$ cat config.mk
export PLATFORM = sky130hd
export DESIGN_NAME = read_ptr
export DESIGN_NICKNAME = d
export VERILOG_FILES = /design/src/rtl/fifo_pkg.sv /design/src/rtl/ptr_sync.sv /design/src/rtl/read_ptr.sv
export SDC_FILE = /design/constraint.sdc
export NUM_CORES = 1
export LEC_CHECK = 0
export BUFFER_PORTS_ARGS = -buffer_cell sky130_fd_sc_hd__buf_2
export CAP_MARGIN = 40
export CELL_PAD_IN_SITES_DETAIL_PLACEMENT = 0
export CELL_PAD_IN_SITES_GLOBAL_PLACEMENT = 1
export CORE_MARGIN = 2
export CORE_UTILIZATION = 25
export CTS_BUF_LIST = sky130_fd_sc_hd__clkbuf_4
export DETAILED_ROUTE_END_ITERATION = 10
export PLACE_DENSITY = 0.64
export SLEW_MARGIN = 20
export SYNTH_ARGS = -nofsm -noshare
export SYNTH_HDL_FRONTEND = slang
export SYNTH_SLANG_ARGS = --single-unit
$ cat constraint.sdc
create_clock -name clk_i -period 2.9 [get_ports clk_i]
set_input_delay 0 -clock clk_i [delete_from_list [all_inputs] [get_ports clk_i]]
set_output_delay 0 -clock clk_i [all_outputs]
set_load 0.02 [all_outputs]
$ cat src/rtl/fifo_pkg.sv
// Shared async-FIFO helpers: pointer-width convention, default synchroniser depth
// and Gray/binary conversions used by both the read and write pointer blocks.
package fifo_pkg;

    localparam int DEF_SYNC_STAGES = 2;
    localparam int CONV_W          = 32;

    // Pointer width is one bit wider than the RAM address to carry the wrap bit.
    function automatic int ptr_w(input int addr_size);
        return addr_size + 1;
    endfunction

    // Narrower pointers are zero-extended to CONV_W on entry and cast back by the caller.
    function automatic logic [CONV_W-1:0] bin2gray(input logic [CONV_W-1:0] b);
        return b ^ (b >> 1);
    endfunction

    function automatic logic [CONV_W-1:0] gray2bin(input logic [CONV_W-1:0] g);
        logic [CONV_W-1:0] b;
        b[CONV_W-1] = g[CONV_W-1];
        for (int i = CONV_W - 2; i >= 0; i--) begin
            b[i] = b[i+1] ^ g[i];
        end
        return b;
    endfunction

endpackage

$ cat src/rtl/ptr_sync.sv
// Width-parameterised multi-flop synchroniser for Gray pointers crossing clock domains.
module ptr_sync
    import fifo_pkg::*;
#(
    parameter int WIDTH  = 3,
    parameter int STAGES = DEF_SYNC_STAGES
) (
    input  logic             i_clk,
    input  logic             i_rst,
    input  logic [WIDTH-1:0] i_d,
    output logic [WIDTH-1:0] o_q
);

    logic [WIDTH-1:0] r_stage [STAGES];

    always_ff @(posedge i_clk) begin
        if (i_rst) begin
            for (int i = 0; i < STAGES; i++) begin
                r_stage[i] <= '0;
            end
        end else begin
            r_stage[0] <= i_d;
            for (int i = 1; i < STAGES; i++) begin
                r_stage[i] <= r_stage[i-1];
            end
        end
    end

    assign o_q = r_stage[STAGES-1];

endmodule

$ cat src/rtl/read_ptr.sv
// Read-domain pointer and empty-flag generator for the async FIFO.
// Optional almost-empty flag enabled by defining READ_PTR_ALMOST_EMPTY_EN.
module read_ptr
    import fifo_pkg::*;
#(
    parameter int ADDR_SIZE   = 2,
    parameter int SYNC_STAGES = DEF_SYNC_STAGES,
    parameter int AE_THRESH   = 1
) (
    input  logic                 clk_i,
    input  logic                 rst_i,
    input  logic [ADDR_SIZE:0]   wr_ptr_i,
    input  logic                 inc_i,
    output logic [ADDR_SIZE:0]   ptr_o,
    output logic [ADDR_SIZE-1:0] addr_o,
    output logic                 fifo_empty_o
`ifdef READ_PTR_ALMOST_EMPTY_EN
    ,
    output logic                 almost_empty_o
`endif
);

    localparam int PTR_W = ptr_w(ADDR_SIZE);

    logic [PTR_W-1:0]     r_rbin;
    logic [PTR_W-1:0]     r_ptr;
    logic [ADDR_SIZE-1:0] r_addr;
    logic                 r_empty;

    logic             w_rd_en;
    logic [PTR_W-1:0] w_rbin_next;
    logic [PTR_W-1:0] w_rgray_next;
    logic [PTR_W-1:0] w_wq_gray;

    ptr_sync #(
        .WIDTH  (PTR_W),
        .STAGES (SYNC_STAGES)
    ) u_wptr_sync (
        .i_clk (clk_i),
        .i_rst (rst_i),
        .i_d   (wr_ptr_i),
        .o_q   (w_wq_gray)
    );

    // Empty gates the increment so a request on an empty FIFO never moves the pointer.
    assign w_rd_en      = inc_i & ~r_empty;
    assign w_rbin_next  = r_rbin + PTR_W'(w_rd_en);
    assign w_rgray_next = PTR_W'(bin2gray(CONV_W'(w_rbin_next)));

    always_ff @(posedge clk_i) begin
        if (rst_i) begin
            r_rbin  <= '0;
            r_ptr   <= '0;
            r_addr  <= '0;
            r_empty <= 1'b1;
        end else begin
            r_rbin  <= w_rbin_next;
            r_ptr   <= w_rgray_next;
            r_addr  <= w_rbin_next[ADDR_SIZE-1:0];
            r_empty <= (w_rgray_next == w_wq_gray);
        end
    end

    assign ptr_o        = r_ptr;
    assign addr_o       = r_addr;
    assign fifo_empty_o = r_empty;

`ifdef READ_PTR_ALMOST_EMPTY_EN
    logic [PTR_W-1:0] w_wq_bin;
    logic [PTR_W-1:0] w_level;
    logic             r_almost_empty;

    // Level is taken against the post-read count, matching the empty compare.
    assign w_wq_bin = PTR_W'(gray2bin(CONV_W'(w_wq_gray)));
    assign w_level  = w_wq_bin - w_rbin_next;

    always_ff @(posedge clk_i) begin
        if (rst_i) begin
            r_almost_empty <= 1'b1;
        end else begin
            r_almost_empty <= (w_level <= PTR_W'(AE_THRESH));
        end
    end

    assign almost_empty_o = r_almost_empty;
`endif

endmodule

## Word-level counts from Yosys, hierarchy flattened

Memory sizes are Yosys's and may differ from the RTL's.
Cells that the tools add are included.

| cells by class | value |
|---|---|
| equality and inequality tests | 1 |
| bitwise gates (word level) | 5 |
| magnitude comparators | 0 |
| add/sub/neg operators | 1 |
| mux-type cells | 5 |
| shift-type cells | 0 |
| divide/modulo/power cells | 0 |
| multiply operators | 0 |
| reductions and logical operators | 0 |

Operators by type and width:

| kind | number |
|---|---|
| $mux 3 | 2 |
| $add 3x1->3 | 1 |
| $eq 3x3->1 | 1 |
| $mux 1 | 3 |
| $xor 3x2->3 | 1 |
| $or 1x1->1 | 2 |
| $and 1x1->1 | 1 |
| $not 1->1 | 1 |

| storage, ports and cells | value |
|---|---|
| memories kept | 1 |
| register bits after elaboration | 9 |
| bits in writable memories | 6 |
| logic and storage cells | 17 |
| latch bits | 0 |
| memory bits (read-only) | 0 |

Memory list:

| memory | words | width | rd ports | clocked after memory_dff | write ports | RTL line | text |
|---|---|---|---|---|---|---|---|
| u_wptr_sync.r_stage | 2 | 3 | 2 | 0 | 2 | ptr_sync.sv:14 | `logic [WIDTH-1:0] r_stage [STAGES];` |

## Depth between registers and ports, before layout

| depth | value |
|---|---|
| depth in word-level cells | 5 |
| gate-level depth with buffers | 6 |
| mapped depth without buffers | 6 |

## By module

A second synthesis with hierarchy kept.

| second synthesis, totals | value |
|---|---|
| cell total of the unflattened synthesis | 36 |
| area total of the unflattened synthesis | 430.4 um^2 |

Modules (own cells, without submodules):

| module | times used | cells an instance | area each (um^2) |
|---|---|---|---|
| read_ptr | 1 | 21 | 250.2 |
| ptr_sync | 1 | 15 | 180.2 |

## Least setup slack after synthesis

OpenSTA, ideal clock, no wires.

| path | value |
|---|---|
| path type | register to register |
| start point | register r_empty, in the netlist fifo_empty_o |
| end point | register r_empty, in the netlist fifo_empty_o |
| period minus slack after synthesis | 1.662 ns |
| arrival time | 1.547 ns |
| path buffers | 0 |
| setup slack | 1.238 ns |
| cell stages (with the launch flop) | 7 |
| path through | dfxtp_1 nor2b_1 ha_1 ha_1 xnor3_1 xor2_1 a31o_1 |

| between the ends | value |
|---|---|
| longest elaborated chain between the ends | 5 |

RTL lines:

| what | RTL line | text |
|---|---|---|
| start: declaration | read_ptr.sv:28 | `logic r_empty;` |
| start signal: assignment | read_ptr.sv:60 | `r_empty <= (w_rgray_next == w_wq_gray);` |
| $not 1->1 | read_ptr.sv:46 | `assign w_rd_en = inc_i & ~r_empty;` |
| $and 1x1->1 | read_ptr.sv:46 |  |
| $add 3x1->3 | read_ptr.sv:47 | `assign w_rbin_next = r_rbin + PTR_W'(w_rd_en);` |
| $xor 3x2->3 | fifo_pkg.sv:15 | `return b ^ (b >> 1);` |
| $eq 3x3->1 | read_ptr.sv:60 |  |

No other way between the ends.
A chain may end at the register's enable or synchronous reset.

## Final worst setup path

Same ends and word-level chain as after synthesis.

==> flow_metrics.env <==
export IMPL_syn_nets=42
export IMPL_post_cts_buffers=0
export IMPL_swShare_pct=22.9
export IMPL_yosysTopAreaCellShare_pct=58.0
export IMPL_setup_viol=0
export IMPL_grt_pass1_vias=264
export IMPL_grt_overflow_total=0
export IMPL_cts_sinks=12
export IMPL_end_kind="flip-flop"
export IMPL_wl_per_cell_microns=8.48
export IMPL_route_detailed_drc=0
export IMPL_synth_cells=34
export IMPL_path_buf_inv=0
export IMPL_grtUsageTotal_pct=7.87
export IMPL_synth_ff_type="dfxtp_1"
export IMPL_core_sq_mm=0.00152
export IMPL_num_rows=14
export IMPL_fin_area_sq_um=538
export IMPL_cp_required_ns=3.06
export IMPL_gp_congestion=0.626
export IMPL_fillers=155
export IMPL_yosys_top_cells_area="dfxtp_1 (58%), nor2b_1 (15%), xor2_1 (6.3%)"
export IMPL_grt_max_degree=13
export IMPL_slew_headroom_pct=84.1
export IMPL_dieArea_sq_mm=0.00200
export IMPL_grt_setup_unrepaired="no"
export IMPL_maxCapViolCount=0
export IMPL_cts_root_buf="clkbuf_4"
export IMPL_cp_cell_sequence="nor2b_1 -> ha_1 -> ha_1 -> xnor3_1 -> xor2_1 -> a31o_1"
export IMPL_synthTopCellsByCount="dfxtp_1 (12), nor2b_1 (10), xor2_1 (3)"
export IMPL_drt_iter0_markers=0
export IMPL_m1WireLength_microns=225
export IMPL_cts_tree="built"
export IMPL_cp_common_cell="ha_1"
export IMPL_ir_drop_mv=0.274
export IMPL_finalCritPeriodShare_pct=55.2
export IMPL_tightest_slew_ns=0.237
export IMPL_portBuffers=11
export IMPL_wl_met2_microns=254
export IMPL_p_int_w=0.000246
export IMPL_combPwrFrac_pct=14.3
export IMPL_synth_edf_count=0
export IMPL_clk_latency_ns=0.26
export IMPL_switchingPower_w=0.0000730
export IMPL_status="finished clean"
export IMPL_grt_pass1_wl_microns=1010
export IMPL_slowest_stage="xnor3_1"
export IMPL_viasPerCell=4.03
export IMPL_wl_met3_microns=70
export IMPL_p_clk_share_pct=29.8
export IMPL_slew_violations=0
export IMPL_nets=60
export IMPL_yosysTopAreaCell="dfxtp_1"
export IMPL_fin_tns_setup_ns=0
export IMPL_crit_family="XOR/XNOR gates"
export IMPL_antenna_left=0
export IMPL_die_h_microns=44.7
export IMPL_top_layer="met4"
export IMPL_clk_pin_slew_worst_paths_ns=0.07
export IMPL_sequentialPowerShare_pct=55.9
export IMPL_antenna_found_initial=0
export IMPL_syn_cell_area_sq_um=414
export IMPL_drive_above_1_share_pct=28.0
export IMPL_fin_skew_ns=0.00273
export IMPL_ys_ff_latch=12
export IMPL_antennaDiodeCount=0
export IMPL_ctsResizeCount=0
export IMPL_initial_core_util_pct=27.2
export IMPL_synth_seq_area_share_pct=58.0
export IMPL_hold_viol=0
export IMPL_die_x_microns=44.7
export IMPL_dpl_cell_area_sq_um=485
export IMPL_worstPathMaxFanout=2
export IMPL_boundaryPins=12
export IMPL_synthArstFlopShare_pct=0
export IMPL_p_leak_nw=0.250
export IMPL_yosysUniqueCellTypes=9
export IMPL_cts_buffer_depth=2
export IMPL_holdCritPathClass="in2reg"
export IMPL_finalCriticalPeriod_ns=1.60
export IMPL_htree_levels=1
export IMPL_critPathKind="reg2reg"
export IMPL_yosysWarnings=0
export IMPL_dr_pass1_iters=1
export IMPL_synth_avg_cell_area_sq_um=12.2
export IMPL_area_growth_pct=29.9
export IMPL_crit_path_start_kind="flip-flop"
export IMPL_routed_wirelength_microns=560
export IMPL_numCtsBuffers=3
export IMPL_power_density_mw_per_mm2=593
export IMPL_vias=266
export IMPL_fmax_mhz=625
export IMPL_slowest_delay_ns=0.43
export IMPL_synth_most_common_cell="dfxtp_1"
export IMPL_critPathArrivalTime_ns=1.76
[worst paths after layout]
| check | from | endpoint | slack [ns] | depth (start not counted) |
|---|---|---|---|---|
| worst min register to register | u_wptr_sync.r_stage[0][0] | u_wptr_sync.r_stage[0][3] | 0.44 | 1 |
| worst max register to register | fifo_empty_o | fifo_empty_o | 1.30 | 6 |
| worst max-delay path | fifo_empty_o | fifo_empty_o | 1.30 | 6 |
| worst min-delay path | rst_i | ptr_o[1] | 0.05 | 2 |
[kinds of logic after synthesis]
kind of cell / share of synthesized area (%)
buf+inv: 0.905
compound gates: 2.12
simple gates: 16.9
flops: 58.0
xor+xnor: 16.0
fa+ha+maj: 6.04
[registers in the layout (all words and copies together) (netlist names)]
register and cells:
ptr_o 3, u_wptr_sync.r_stage 6, fifo_empty_o 1, r_rbin 2
[cell type report]
| class | instances | area [sq um] | share of cell area (%) |
|---|---|---|---|
| sequential | 12 | 240 | 44.7 |
| multi-input combinational | 21 | 170 | 31.6 |
| timing repair buffer | 14 | 85.1 | 15.8 |
| clock buffer | 3 | 22.5 | 4.19 |
| tap | 16 | 20.0 | 3.72 |
[cells in the final DEF, fill, tap and decap left out, drive strengths merged]
cell         synthesis  layout
dfxtp               12      12
buf                  0      11
nor2b               10      10
xor2                 3       3
clkbuf               1       3
dlygate4sd3          0       3
xnor2                2       2
nor2                 2       2
ha                   2       2
xnor3                1       1
a31o                 1       1
[what timing repair did]
item / in CTS / in global routing
endpoints found under the hold margin: 3 / 0
setup endpoints to repair: 0 / 0
hold buffers: 3 / 0
[per-stage QoR]
step	util [%]	power (W)	cells	worst slack, ns	hold slack [ns]
after floorplan	-	0.000213	34	1.24	0.0716
after detailed placement	31.9	0.000226	60	1.29	0.214
after global placement	31.9	0.000226	60	1.32	0.207
final	35.3	0.000319	66	1.30	0.0533
after CTS	35.3	0.000325	66	1.28	0.0538
after global routing	35.3	0.000343	66	1.21	0.0541
[power by group through the flow]
stage	sequential (W)	clock (W)	combinational, W
6_report	0.000179	0.0000952	0.0000456
2_1_floorplan	0.000191	0	0.0000218
5_1_grt	0.000180	0.000113	0.0000506
4_1_cts	0.000179	0.0000998	0.0000464
3_5_place_dp	0.000182	0	0.0000431
3_3_place_gp	0.000182	0	0.0000432
[layer usage]
metal	GRT usage (%)	vias up
met5	0	-
met4	5.45	0
met3	6.40	2
met2	12.2	12
met1	6.75	114
li1	-	138
[worst register-to-register path: cells and delay by family (launching register included)]
kind / cells / cell delay [ns]
AO/OA/AOI/OAI: 1 / 0.17
XOR/XNOR: 2 / 0.59
flip-flops: 1 / 0.31
AND/OR/NAND/NOR: 1 / 0.11
adder cells (fa/ha/maj): 2 / 0.32
Note: power is estimated with default switching activity, not from simulation.
